==> config.mk <==
export PLATFORM = sky130hd
export DESIGN_NAME = bitstream_decoder
export DESIGN_NICKNAME = d
export VERILOG_FILES = /design/src/rtl/bitstream_pkg.sv /design/src/rtl/window_counter.sv /design/src/rtl/bitstream_decoder.sv
export SDC_FILE = /design/constraint.sdc
export NUM_CORES = 1
export LEC_CHECK = 0
export CORE_ASPECT_RATIO = 0.5
export CORE_UTILIZATION = 30
export CTS_BUF_LIST = sky130_fd_sc_hd__clkbuf_8 sky130_fd_sc_hd__clkbuf_16
export DETAILED_ROUTE_END_ITERATION = 6
export HOLD_SLACK_MARGIN = 0.15
export PLACE_DENSITY = 0.5
export SYNTH_ARGS = -nofsm -noshare
export SYNTH_HDL_FRONTEND = slang
export SYNTH_SLANG_ARGS = --single-unit
==> constraint.sdc <==
create_clock -name clk -period 2 [get_ports clk]
set_input_delay 0.2 -clock clk [delete_from_list [all_inputs] [get_ports clk]]
set_output_delay 0.2 -clock clk [all_outputs]
set_load 0.02 [all_outputs]
==> src/rtl/bitstream_pkg.sv <==
// rtl/bitstream_pkg.sv - shared types and mode constants for the bitstream stages
package bitstream_pkg;

    // Conversion state shared by the bitstream decoder and its sibling stages
    typedef enum logic [1:0] {
        IDLE  = 2'd0,
        COUNT = 2'd1,
        HOLD  = 2'd2
    } bs_state_t;

    // Result encodings selectable through the BIPOLAR parameter
    localparam int MODE_UNIPOLAR = 0;
    localparam int MODE_BIPOLAR  = 1;

endpackage

==> src/rtl/window_counter.sv <==
// rtl/window_counter.sv - WIDTH-bit window counter with clear, enable and last-cycle flag
module window_counter #(
    parameter int WIDTH = 8
) (
    input  logic clk,
    input  logic n_rst,
    input  logic clr,
    input  logic en,
    output logic last
);

    logic [WIDTH-1:0] count;

    // The final position of the window is the all-ones count; advancing past it wraps to 0
    assign last = &count;

    // Clear has priority so a new window always starts from position 0
    always_ff @(posedge clk or negedge n_rst) begin
        if (!n_rst) begin
            count <= '0;
        end else if (clr) begin
            count <= '0;
        end else if (en) begin
            count <= count + 1'b1;
        end
    end

endmodule

==> src/rtl/bitstream_decoder.sv <==
// rtl/bitstream_decoder.sv - counts ones of a stochastic bitstream over a 2^WIDTH window
module bitstream_decoder
    import bitstream_pkg::*;
#(
    parameter int WIDTH   = 8,
    parameter int BIPOLAR = MODE_UNIPOLAR
) (
    input  logic             clk,
    input  logic             n_rst,
    input  logic             x,
    input  logic             start,
    output logic             busy,
    output logic             valid,
    input  logic             ready,
    output logic [WIDTH+1:0] result
);

    localparam int               WINDOW_LEN = 1 << WIDTH;
    localparam logic [WIDTH+1:0] WINDOW_W   = (WIDTH+2)'(WINDOW_LEN);

    bs_state_t        state;
    logic [WIDTH:0]   ones;
    logic [WIDTH:0]   ones_final;
    logic [WIDTH+1:0] formatted;
    logic             accept_start;
    logic             wc_last;

    // Count including the current sample, so the last sample lands in the result
    assign ones_final = ones + {{WIDTH{1'b0}}, x};

    // A start is honoured from IDLE, or from HOLD together with the result handshake
    assign accept_start = start && ((state == IDLE) || ((state == HOLD) && ready));

    // Result encoding is fixed at elaboration time
    generate
        if (BIPOLAR == MODE_BIPOLAR) begin : g_bipolar
            assign formatted = {ones_final, 1'b0} - WINDOW_W;
        end else begin : g_unipolar
            assign formatted = {1'b0, ones_final};
        end
    endgenerate

    window_counter #(
        .WIDTH (WIDTH)
    ) u_window_counter (
        .clk   (clk),
        .n_rst (n_rst),
        .clr   (accept_start),
        .en    (state == COUNT),
        .last  (wc_last)
    );

    // Conversion FSM with registered busy/valid/result and the ones accumulator
    always_ff @(posedge clk or negedge n_rst) begin
        if (!n_rst) begin
            state  <= IDLE;
            busy   <= 1'b0;
            valid  <= 1'b0;
            result <= '0;
            ones   <= '0;
        end else begin
            case (state)
                IDLE: begin
                    if (start) begin
                        state <= COUNT;
                        busy  <= 1'b1;
                        ones  <= '0;
                    end
                end
                COUNT: begin
                    ones <= ones_final;
                    if (wc_last) begin
                        state  <= HOLD;
                        busy   <= 1'b0;
                        valid  <= 1'b1;
                        result <= formatted;
                    end
                end
                HOLD: begin
                    if (ready) begin
                        valid <= 1'b0;
                        if (start) begin
                            state <= COUNT;
                            busy  <= 1'b1;
                            ones  <= '0;
                        end else begin
                            state <= IDLE;
                        end
                    end
                end
                default: begin
                    state <= IDLE;
                    busy  <= 1'b0;
                    valid <= 1'b0;
                end
            endcase
        end
    end

endmodule

==> results.py, run 1 <==
metrics = {
    "clock_tree": {
        "cts_sinks": 30,
        "htree_levels": 2,
        "tritoncts": "built",
        "clkTransAtPathRegs_ns": 0.06,
        "cts_hold_buf": 0,
        "clk_latency_ns": 0.28,
        "cts-root-buf": "clkbuf_8",
        "post-cts-setup-buffers": 0,
        "cts_max_path_buffers": 2,
        "numCtsBuffers": 5,
        "post_cts_resized": 0,
    },
    "route": {
        "viasPerCell": 4.474,
        "wl_um": 2727,
        "via_count": 1038,
        "ant_nets": 0,
        "post-route-drc-count": 0,
        "wire_per_inst_um": 11.75,
        "drt-pass1-iter-count": 4,
        "first_iter_violations": 44,
    },
    "timing": {
        "max_freq_ghz": 0.6112,
        "rsz0062_at_grt": "no",
        "period_needed_ns": 1.636,
        "hold_viol": 0,
        "fin_crit_sh": 0.8180,
        "fin_skew_ns": 0.005515,
        "setup_violations": 0,
        "tns_ns": 0,
        "slew_viol_final": 0,
    },
    "grt": {
        "grt_pass1_wl_um": 4968,
        "grt_start_max_net_pins": 31,
        "overflow": 0,
        "antenna_found_initial": 0,
        "grt_usage": 0.1251,
        "grt_pass1_vias": 1100,
    },
    "pwr": {
        "totalPowerFinal_uw": 2339,
        "combPwrFrac": 0.364,
        "switching_power_uw": 865.2,
        "ir_drop_v": 0.0003369,
        "switching_share": 0.3699,
        "pwr-share-seq": 0.422,
        "power.share.clock": 0.214,
        "p_per_area_nw_per_um2": 1315,
        "p_leak_uw": 0.0007977,
        "internal_power_uw": 1474,
    },
    "cells_and_area": {
        "drive_gt1_frac": 0.1024,
        "syn_to_final_growth_pct": 18.50,
        "nets": 173,
        "stdcell_area_um2": 1779,
        "antennaDiodeCount": 0,
        "final_cells": 232,
    },
    "worst_setup_path": {
        "required_ns": 2.16,
        "start_kind": "primary input",
        "critical_path_peak_fanout": 6,
        "r2r_slack_ns": 0.39,
        "crit_path_end_kind": "flip-flop",
        "critPathKind": "in -> reg",
        "arrival_ns": 1.80,
    },
    "min_path": {
        "hold_path.class": "in -> async",
    },
    "yosys": {
        "syn_area_um2": 1501,
        "avgSynthCellArea_um2": 10.14,
        "ys_ff_latch": 30,
        "yosysSeqAreaShare": 0.5000,
        "syn_nets": 156,
        "syn_inst": 148,
        "yosys_warnings": 0,
        "ys_types": 35,
    },
    "floorplanning": {
        "die_y_um": 52.03,
        "start_util": 0.3268,
        "core_um2": 4594,
        "die_x_um": 102.0,
        "row_count": 17,
        "io_pins": 17,
        "die-area_um2": 5309,
    },
    "placed_design": {
        "dpl.hpwl_um": 1828,
        "place_inst": 224,
        "routabilityCongestion": 0.7550,
        "dpl_cell_area_um2": 1688,
        "port_buffers": 15,
    },
    "run": {
        "maxCapViolCount": 0,
    },
    "status": {
        "status": "completed",
    },
}
path summary, 6_finish.rpt:
kind / cells after the start / start / end
hold / removal: 2 / n_rst / valid$_DFFE_PN0P_
setup / recovery: 7 / x / ones[8]$_DFFE_PN0P_
setup reg to reg: 6 / ones[0]$_DFFE_PN0P_ / ones[8]$_DFFE_PN0P_
hold reg to reg: 2 / result[4]$_DFFE_PN0P_ / result[4]$_DFFE_PN0P_
min in group clk: 2 / result[4]$_DFFE_PN0P_ / result[4]$_DFFE_PN0P_
max in group asynchronous: 2 / n_rst / ones[7]$_DFFE_PN0P_
cells by family (layout without fill, tap and decap cells):
| kind of cell | after synthesis | in the layout | share of synthesized area |
|---|---|---|---|
| AO/OA/AOI/OAI | 32 | 32 | 0.1208 |
| XOR/XNOR | 14 | 14 | 0.08167 |
| adder cells (fa/ha/maj) | 3 | 3 | 0.02500 |
| buffers and inverters | 12 | 30 | 0.05582 |
| flip-flops | 30 | 30 | 0.5000 |
| multiplexers | 2 | 2 | 0.01500 |
| other | 1 | 1 | 0.002498 |
| AND/OR/NAND/NOR | 54 | 54 | 0.1992 |
per-layer routing:
| metal | vias up | wire [µm] | part of all wire | track usage |
|---|---|---|---|---|
| met4 | 0 | 35 | 0.013 | 0.05000 |
| li1 | 533 | - | - | - |
| met5 | - | 0 | 0 | 0 |
| met3 | 5 | 102 | 0.037 | 0.03226 |
| met2 | 23 | 1116 | 0.41 | 0.2002 |
| met1 | 477 | 1472 | 0.54 | 0.1626 |
critical path: stages:
cell             delay, ns
clkdlybuf4s50_1       0.46
ha_1                  0.17
ha_1                  0.22
and3_1                0.35
nand4_4               0.14
a21oi_1               0.16
o22ai_1               0.09
cell usage in the layout, fill, tap and decap left out, drive strengths merged, types with 2 or more instances in the layout:
cell type,synthesis,routed
o22ai,2,2
buf,7,3
a21oi,6,6
nand3,4,4
dfrtp,30,30
and2,2,2
nand2,22,22
xor2,8,8
ha,3,3
and3,5,5
xnor2,6,6
mux2,2,2
inv,4,5
nor2,11,11
clkbuf,1,6
clkdlybuf4s50,0,15
o21ai,19,19
nand4,4,4
layout make-up:
cell class	count	area (µm²)
multi-input cells	106	666.9
clock buffers	6	82.58
flip-flops and latches	30	750.7
well taps	66	82.58
repair buffers	18	172.7
inverters	4	15.01
clock inverters	2	8.758
fillers	467	2815
synthesized netlist by cell type:
cell type	instances	share of area
nor3_1	1	0.0033
and2b_1	1	0.0050
nor2_1	11	0.028
or3_1	1	0.0042
o31a_1	1	0.0058
a21o_1	1	0.0050
a22o_1	1	0.0058
o31ai_1	1	0.0050
dfrtp_1	30	0.50
nor2b_1	1	0.0042
o21ai_0	15	0.050
buf_6	4	0.030
conb_1	1	0.0025
nand2b_1	1	0.0042
and2_1	1	0.0042
and2_2	1	0.0050
buf_4	2	0.010
and3_1	5	0.021
inv_1	4	0.010
clkbuf_1	1	0.0025
ha_1	3	0.025
and4_1	1	0.0058
xor2_1	8	0.047
a21oi_1	6	0.020
nand4_4	3	0.042
o21ai_2	1	0.0058
o22ai_1	2	0.0083
nand2_1	22	0.055
buf_2	1	0.0033
xnor2_1	6	0.035
mux2_2	2	0.015
o21ai_1	3	0.010
nand3_1	4	0.013
nand4_1	1	0.0042
o21bai_1	1	0.0050
registers in the layout (all words and copies together) (netlist names):
name                    flops
busy                        1
ones                        9
result                      9
state                       2
u_window_counter.count      8
valid                       1
metrics by stage:
| step | hold WS, ns | setup slack [ns] | util |
|---|---|---|---|
| global route | 0.3355 | 0.2543 | 0.3873 |
| global placement | 0.4595 | 0.1136 | 0.3674 |
| finish | 0.3061 | 0.3640 | 0.3873 |
| CTS | 0.3186 | 0.3820 | 0.3873 |
| floorplan | -0.09559 | 0.5258 | - |
| detailed placement | 0.4700 | 0.08192 | 0.3674 |
power by group through the flow:
stage,Clock (µW),Combinational [µW],Sequential (µW)
detailed placement,0,864,996
floorplan,0,522,1060
finish,501,851,987
global route,548,985,1020
global placement,0,855,993
CTS,518,864,989
Note: power is estimated with default switching activity, not from simulation.
==> run 2, diff against run 1 <==
- PLACE_DENSITY: 0.5 -> 0.52
- clock period: 2 -> 1.5 ns (I/O delays scaled with it)
==> run 2 against run 1 <==
  * Via count rose by 3.2%
  * Wire length rose by 1.2%
  * Final cell count rose by 2.6%
  * Worst hold slack got worse by 0.045 ns
  * Sequential power rose by 32%
  * Design area rose by 3.4%
  * Core utilization rose by 1.3 points
  * Sequential share of layout area fell by 1.4 points
  * Sequential cell count did not move
  * Setup slack got worse by 0.28 ns
  * Non-clock buffer count rose by 8
  * Clock skew barely moved
==> results.py, run 2 (synthesis results as in run 1) <==
metrics = {
    "status": {
        "status": "completed",
    },
    "worst_setup_path": {
        "critical_path_peak_fanout": 5,
        "startpoint": "ones[0]$_DFFE_PN0P_",
        "arrival_ns": 1.61,
        "start_kind": "flip-flop",
        "required_ns": 1.69,
        "crit_path_end_kind": "flip-flop",
        "critPathKind": "reg -> reg",
        "r2r-start": "ones[0]$_DFFE_PN0P_",
    },
    "floorplanning": {
        "die_y_um": 52.03,
        "row_count": 17,
        "core_um2": 4594,
        "die-area_um2": 5309,
        "start_util": 0.3268,
        "io_pins": 17,
        "die_x_um": 102.0,
    },
    "pwr": {
        "internal_power_uw": 2028,
        "switching_share": 0.3609,
        "ir_drop_v": 0.0004748,
        "p_leak_uw": 0.0008277,
        "switching_power_uw": 1145,
        "p_per_area_nw_per_um2": 1724,
        "combPwrFrac": 0.392,
        "power.share.clock": 0.197,
        "pwr-share-seq": 0.411,
        "totalPowerFinal_uw": 3173,
    },
    "run": {
        "maxCapViolCount": 0,
    },
    "clock_tree": {
        "htree_levels": 2,
        "cts_max_path_buffers": 2,
        "tritoncts": "built",
        "clkTransAtPathRegs_ns": 0.06,
        "cts-root-buf": "clkbuf_8",
        "cts_sinks": 30,
        "post-cts-setup-buffers": 0,
        "clk_latency_ns": 0.27,
        "numCtsBuffers": 5,
    },
    "timing": {
        "period_needed_ns": 1.414,
        "fin_skew_ns": 0.005211,
        "slew_viol_final": 0,
        "setup_violations": 0,
        "hold_viol": 0,
        "fin_crit_sh": 0.9424,
        "max_freq_ghz": 0.7074,
        "rsz0062_at_grt": "no",
    },
    "cells_and_area": {
        "layout_common_cells": "dfrtp_1 (30), nand2_1 (22), o21ai_0 (15), clkdlybuf4s50_1 (15)",
        "final-seq-area_um2": 750.7,
        "drive_gt1_frac": 0.1570,
        "fillers": 486,
        "largestRegisters": "ones x9, result x9, u_window_counter.count x8",
        "final_common_cell": "dfrtp_1",
        "antennaDiodeCount": 0,
        "stdcell_area_um2": 1841,
        "syn_to_final_growth_pct": 22.58,
        "multiInputGateArea_um2": 676.9,
        "nets": 181,
    },
    "route": {
        "drt-pass1-iter-count": 4,
        "first_iter_violations": 39,
        "post-route-drc-count": 0,
        "via_count": 1071,
        "wl_um": 2760,
        "wire_per_inst_um": 11.60,
        "ant_nets": 0,
        "viasPerCell": 4.500,
    },
    "grt": {
        "grt_start_max_net_pins": 31,
        "antenna_found_initial": 0,
        "grt_usage": 0.1242,
        "grt_pass1_vias": 1066,
        "grt_pass1_wl_um": 4871,
        "overflow": 0,
    },
    "min_path": {
        "hold_path.class": "in -> async",
    },
    "placed_design": {
        "dpl.hpwl_um": 1933,
        "routabilityCongestion": 0.7631,
        "port_buffers": 15,
        "dpl_cell_area_um2": 1748,
    },
}
[run 2: critical path, stage by stage (launching register included)]
cell and delay, ns:
dfrtp_1 0.38, ha_1 0.20, ha_1 0.20, and3_4 0.18, buf_4 0.14, xnor2_1 0.11, o21ai_0 0.14
[run 2: area by class of cell]
type / instances / share of cell area
repair buffers: 26 / 0.1264
clock buffers: 6 / 0.04487
multi-input cells: 106 / 0.3678
inverters: 4 / 0.008158
well taps: 66 / 0.04487
flip-flops and latches: 30 / 0.4079
[run 2: final timing paths]
check / endpoint / slack (ns) / cells past startpoint
min in group clk: result[3]$_DFFE_PN0P_ / 0.47 / 2
setup / recovery: result[4]$_DFFE_PN0P_ / 0.09 / 6
max in group asynchronous: u_window_counter.count[3]$_DFFE_PN0P_ / 0.95 / 2
hold / removal: valid$_DFFE_PN0P_ / 0.26 / 2
hold reg to reg: result[3]$_DFFE_PN0P_ / 0.47 / 2
setup reg to reg: result[4]$_DFFE_PN0P_ / 0.09 / 6
[run 2: timing repair]
item,in CTS,in global routing
setup endpoints to repair,0,11
gates resized for setup,0,4
hold buffers,0,0
[run 2: per-stage QoR]
| stage | instances | worst slack (ns) | hold slack (ns) | utilization | setup TNS [ns] |
|---|---|---|---|---|---|
| final | 238 | 0.08639 | 0.2610 | 0.4006 | 0 |
| after CTS | 238 | 0.01012 | 0.2837 | 0.3984 | 0 |
| after global routing | 238 | 0.007261 | 0.3098 | 0.4006 | 0 |
| after floorplan | 148 | 0.02576 | -0.1456 | - | 0 |
| after global placement | 232 | -0.2270 | 0.4608 | 0.3804 | -1.538 |
| after detailed placement | 232 | -0.2495 | 0.4691 | 0.3804 | -1.791 |
[run 2: routing by layer]
layer,share of wire,GRT usage,wire length (µm)
met1,0.53,0.1615,1450
met2,0.42,0.1857,1159
met5,0,0,0
met3,0.041,0.04301,113
met4,0.013,0.05714,37
[run 2: power groups by stage]
stage / Sequential [µW] / Clock, µW / Combinational [µW]
6_report: 1300 / 625 / 1240
5_1_grt: 1350 / 698 / 1400
4_1_cts: 1300 / 655 / 1250
3_5_place_dp: 1310 / 0 / 1250
3_3_place_gp: 1310 / 0 / 1230
2_1_floorplan: 1410 / 0 / 696
